[config.mk]
export PLATFORM = sky130hd
export DESIGN_NAME = alu_arbiter
export DESIGN_NICKNAME = d
export VERILOG_FILES = /design/src/rtl/alu_arbiter.sv
export SDC_FILE = /design/constraint.sdc
export NUM_CORES = 1
export LEC_CHECK = 0
export ABC_CLOCK_PERIOD_IN_PS = 4400
export BUFFER_PORTS_ARGS = -buffer_cell sky130_fd_sc_hd__buf_4
export CAP_MARGIN = 20
export CORE_ASPECT_RATIO = 0.6
export CORE_MARGIN = 2
export CORE_UTILIZATION = 43
export DETAILED_ROUTE_END_ITERATION = 10
export PLACE_DENSITY = 0.81
export SYNTH_ARGS = -nofsm -noshare
export SYNTH_HDL_FRONTEND = slang
export SYNTH_SLANG_ARGS = --single-unit
[constraint.sdc]
create_clock -name clk -period 4.4 [get_ports clk]
set_input_delay 0.44 -clock clk [delete_from_list [all_inputs] [get_ports clk]]
set_output_delay 0.44 -clock clk [all_outputs]
set_load 0.01 [all_outputs]
[src/rtl/alu_arbiter.sv]
// ============================================================================
// alu_arbiter : two-requester round-robin sequencer sharing one combinational ALU
// Revision    : 1.0
// ============================================================================
`default_nettype none

module alu_arbiter #(
  parameter int WIDTH = 16
) (
  input  logic             clk,
  input  logic             rst,
  input  logic             req_valid_0,
  output logic             req_ready_0,
  input  logic [WIDTH-1:0] req_a_0,
  input  logic [WIDTH-1:0] req_b_0,
  input  logic [3:0]       req_sel_0,
  input  logic             req_mode_0,
  input  logic             req_cin_0,
  input  logic             req_valid_1,
  output logic             req_ready_1,
  input  logic [WIDTH-1:0] req_a_1,
  input  logic [WIDTH-1:0] req_b_1,
  input  logic [3:0]       req_sel_1,
  input  logic             req_mode_1,
  input  logic             req_cin_1,
  output logic             rsp_valid_0,
  input  logic             rsp_ready_0,
  output logic [WIDTH-1:0] rsp_data_0,
  output logic             rsp_cout_0,
  output logic             rsp_cmp_0,
  output logic             rsp_valid_1,
  input  logic             rsp_ready_1,
  output logic [WIDTH-1:0] rsp_data_1,
  output logic             rsp_cout_1,
  output logic             rsp_cmp_1,
  output logic [WIDTH-1:0] alu_a,
  output logic [WIDTH-1:0] alu_b,
  output logic [3:0]       alu_sel,
  output logic             alu_mode,
  output logic             alu_cin,
  input  logic [WIDTH-1:0] alu_out,
  input  logic             alu_cout,
  input  logic             alu_cmp,
  output logic             busy,
  output logic [15:0]      op_count
);

  typedef enum logic [1:0] {
    S_IDLE  = 2'd0,
    S_ISSUE = 2'd1,
    S_RESP  = 2'd2
  } state_t;

  state_t           state_q, state_d;
  logic [WIDTH-1:0] a_q, a_d;
  logic [WIDTH-1:0] b_q, b_d;
  logic [3:0]       sel_q, sel_d;
  logic             mode_q, mode_d;
  logic             cin_q, cin_d;
  logic             g_q;
  logic             last_grant_q;
  logic [WIDTH-1:0] res_q;
  logic             cout_q;
  logic             cmp_q;
  logic [15:0]      op_count_q;

  logic win;
  logic req_hs;
  logic rsp_hs;

  // On a tie the requester that did not win last time is served.
  always_comb begin
    win    = 1'b0;
    req_hs = 1'b0;
    rsp_hs = 1'b0;
    if (req_valid_0 && req_valid_1) begin
      win = ~last_grant_q;
    end else begin
      win = req_valid_1;
    end
    req_hs = rst && (state_q == S_IDLE) && (req_valid_0 || req_valid_1);
    rsp_hs = rst && (state_q == S_RESP) && (g_q ? rsp_ready_1 : rsp_ready_0);
  end

  always_comb begin
    state_d = state_q;
    a_d     = a_q;
    b_d     = b_q;
    sel_d   = sel_q;
    mode_d  = mode_q;
    cin_d   = cin_q;
    case (state_q)
      S_IDLE: begin
        if (req_hs) begin
          state_d = S_ISSUE;
          a_d     = win ? req_a_1    : req_a_0;
          b_d     = win ? req_b_1    : req_b_0;
          sel_d   = win ? req_sel_1  : req_sel_0;
          mode_d  = win ? req_mode_1 : req_mode_0;
          cin_d   = win ? req_cin_1  : req_cin_0;
        end
      end
      S_ISSUE: state_d = S_RESP;
      S_RESP: begin
        if (rsp_hs) begin
          state_d = S_IDLE;
        end
      end
      default: state_d = S_IDLE;
    endcase
  end

  always_ff @(posedge clk) begin
    if (!rst) begin
      state_q      <= S_IDLE;
      a_q          <= '0;
      b_q          <= '0;
      sel_q        <= 4'd0;
      mode_q       <= 1'b0;
      cin_q        <= 1'b0;
      g_q          <= 1'b0;
      last_grant_q <= 1'b1;
      res_q        <= '0;
      cout_q       <= 1'b0;
      cmp_q        <= 1'b0;
      op_count_q   <= 16'd0;
    end else begin
      state_q <= state_d;
      a_q     <= a_d;
      b_q     <= b_d;
      sel_q   <= sel_d;
      mode_q  <= mode_d;
      cin_q   <= cin_d;
      if (req_hs) begin
        g_q <= win;
      end
      // The ALU is combinational, so its outputs are valid in the ISSUE cycle.
      if (state_q == S_ISSUE) begin
        res_q        <= alu_out;
        cout_q       <= alu_cout;
        cmp_q        <= alu_cmp;
        last_grant_q <= g_q;
      end
      if (rsp_hs) begin
        op_count_q <= op_count_q + 16'd1;
      end
    end
  end

  assign req_ready_0 = req_hs && !win;
  assign req_ready_1 = req_hs && win;

  assign rsp_valid_0 = rst && (state_q == S_RESP) && !g_q;
  assign rsp_valid_1 = rst && (state_q == S_RESP) && g_q;
  assign rsp_data_0  = res_q;
  assign rsp_cout_0  = cout_q;
  assign rsp_cmp_0   = cmp_q;
  assign rsp_data_1  = res_q;
  assign rsp_cout_1  = cout_q;
  assign rsp_cmp_1   = cmp_q;

  assign alu_a    = a_q;
  assign alu_b    = b_q;
  assign alu_sel  = sel_q;
  assign alu_mode = mode_q;
  assign alu_cin  = cin_q;

  assign busy     = rst && (state_q != S_IDLE);
  assign op_count = op_count_q;

endmodule

`default_nettype wire
==> run summary <==
Area delta synth->final = 55.3%
Top-Level Pins = 195
FMAX = 369 MHz
Status = complete, but fails checks
Total CTS buffers = 9
Post-cts hold buffer count = 0
Ys Warns = 0
Area leader, netlist = dfxtp_1
Crit. path cell count = 3
Synth unique cells = 37
Max Buffers Root-to-Sink = 2
Syn_area_per_cell = 9.09 um2
Sequential share of the synthesized area = 0.495
Arrival time worst endpoint = 2.27 ns
DP Worst Slack = 1.64 ns
Reg2Reg Depth = 5
H-tree levels = 3
CP Buf/Inv Count = 1
Util after Layout = 0.702
CP startpoint = state_q[1]
Antenna violations before repair = 0
Worst R2R End = alu_a[11]
Top Family by Delay on Critical Path = compound AO/OA/AOI/OAI gates
Max-cap check violation count = 0
Worst EP required = 3.96 ns
Initial core utilization = 0.452
Setup slack after layout = 1.69 ns
Period utilisation layout = 0.616
CTS Root Buffer Type = clkbuf_16
Reg-to-Reg Start = state_q[1]
Final hold viol count = 0
Post-route DRC = 13
I/O Buffers = 194
Worst vdd rail ir drop = 0.204 mV
Clk sinks = 76
DP HPWL = 7050 um
Routability cong. = 0.814
Power per Cell Area = 368 nW/um2
Worst Max-Slew Pin Slew = 1.01 ns
Nets@finish = 607
Min cycle time layout = 2.71 ns
Antenna Cells = 0
Drt pass-1 iters = 11
Static leakage = 0.00219 uW
Core outline area = 6790 um2
CP max stage cell = a211oi_4
Filler cells = 542
Worst clock skew = 0.00785 ns
Most common cell after layout, fill and taps aside = buf_4
Die Wd = 113 um
# rows = 23
Post-Syn Nets = 439
Die Ht = 69.5 um
Setup violations, final = 0
Congestion Overflow GR = 0
Max incr delay on CP = 0.82 ns
CP max FO = 23
Most frequent cells in the layout = buf_4, dfxtp_1, nor2_1
DR vias/cell = 5.44
Overall routing resource usage = 0.232
DR WL/cell = 15.7 um
Die ar. = 7860 um2
Setup slack, reg-to-reg = 2.04 ns
WS Path Type = register to primary output
Post_cts resized = 0
Final ANT Viol Nets = 0
DRT iter0 DRCs = 381
Cell breakdown of the critical path = or3b_1 -> a211oi_4 -> buf_4
Clock transition at path regs = 0.06 ns
Number of global-route vias before repair = 3,033
Postcts setup bufs = 0
Synth Cell Area = 3070 um2
Worst skew pair latency = 0.32 ns
Via count = 3,252
Synth top area cells = dfxtp_1, a222oi_1, nor2_1
Relative slew slack = 0.327
Post-route insts no fill = 598
Unrepaired setup endpoints after global routing = false
Top cell type's share of synthesized area = 0.495
Setup TNS = 0 ns
Drt total wl = 9370 um
# placed instances = 581
CTS tree = built
Startpoint Class = register
Min-Delay Path Class = input port to register
Largest net degree at the start of global routing = 41
Synthesized instance count = 338
Flops & latches, synth = 76
Layout cell share with drive strength beyond 1 = 0.436
Max Slew Vio Count = 0
Endpoint class of the critical path = primary output
CP Capture Point = req_ready_0
Failing checks = design-rule violations
First-pass GRT wire length = 14,900 um
worst min path at each step:
stage / start / endpoint / cells after the start
after global placement: op_count[15] / op_count[15] / 1
final: req_a_1[1] / alu_a[1] / 3
after global routing: req_a_1[14] / alu_a[14] / 3
after CTS: req_a_1[1] / alu_a[1] / 3
after floorplan: op_count[15] / op_count[15] / 1
after detailed placement: op_count[15] / op_count[15] / 1
synthesized netlist by cell type:
| cell | instances |
|---|---|
| nand3_1 | 4 |
| and2_1 | 1 |
| inv_2 | 1 |
| nor4_2 | 1 |
| nand2_1 | 47 |
| o21ai_0 | 3 |
| nor3_1 | 2 |
| mux2i_1 | 5 |
| a222oi_1 | 38 |
| a21oi_1 | 22 |
| buf_6 | 1 |
| nor2_1 | 53 |
| xnor2_1 | 9 |
| dfxtp_1 | 76 |
| a31o_2 | 1 |
| or2b_1 | 1 |
| nand4_1 | 3 |
| a211oi_1 | 1 |
| nand4b_1 | 1 |
| and3_1 | 1 |
| a211oi_2 | 1 |
| a21o_1 | 1 |
| clkbuf_1 | 18 |
| and4_1 | 1 |
| ha_1 | 1 |
| buf_2 | 6 |
| buf_4 | 18 |
| or3_1 | 2 |
| o211ai_1 | 1 |
| nor2b_1 | 3 |
| nor4_1 | 4 |
| or4_4 | 1 |
| or3b_1 | 1 |
| nand4b_4 | 1 |
| nand2b_1 | 1 |
| and3b_1 | 1 |
| inv_1 | 6 |
worst reg2reg max path: cells and delay by family (launching register included):
family | cells | cell delay (ns)
flops | 1 | 0.36
compound gates | 2 | 0.95
buf+inv | 1 | 0.36
simple gates | 2 | 0.62
metrics by stage:
step / hold slack, ns / instance area, um2 / power [uW]
CTS: 0.348 / 4760 / 1770
global route: 0.352 / 4770 / 1830
finish: 0.352 / 4770 / 1750
floorplan: 0.478 / 3070 / 915
detailed placement: 0.462 / 4470 / 1080
global placement: 0.450 / 4440 / 1070
routing by layer:
metal	wire length (um)	part of all wire	global-route usage
met5	0	0	0
met3	869	0.093	0.0559
met4	132	0.014	0.0732
met1	3840	0.41	0.299
met2	4530	0.48	0.387
final cells by class:
cell class              count  area, um2  share of cell area
multi-input cells         212       1300               0.272
clock inverters             5       36.3             0.00761
clock buffers              11        253              0.0530
inverters                   7       26.3             0.00551
well taps                  87        109              0.0228
flip-flops and latches     76       1520               0.319
repair buffers            200       1530               0.320
flip-flops by register name (all words and copies together) (netlist names):
register and cells:
rsp_data_0 16, last_grant_q 1, alu_b 16, rsp_cmp_0 1, alu_sel 4, rsp_cout_0 1, alu_cin 1, g_q 1
op_count 16, state_q 2, alu_a 16, alu_mode 1
kinds of logic after synthesis:
group	after synthesis	share of synthesized area
XOR/XNOR	9	0.0257
buffers and inverters	50	0.0880
AND/OR/NAND/NOR	129	0.192
AO/OA/AOI/OAI	68	0.179
adder cells (fa/ha/maj)	1	0.00407
flip-flops	76	0.495
multiplexers	5	0.0163
report_power, final:
part           switching (uW)  internal [uW]
clock                     275            412
sequential               28.0            729
combinational             143            168
Note: power is estimated with default switching activity, not from simulation.
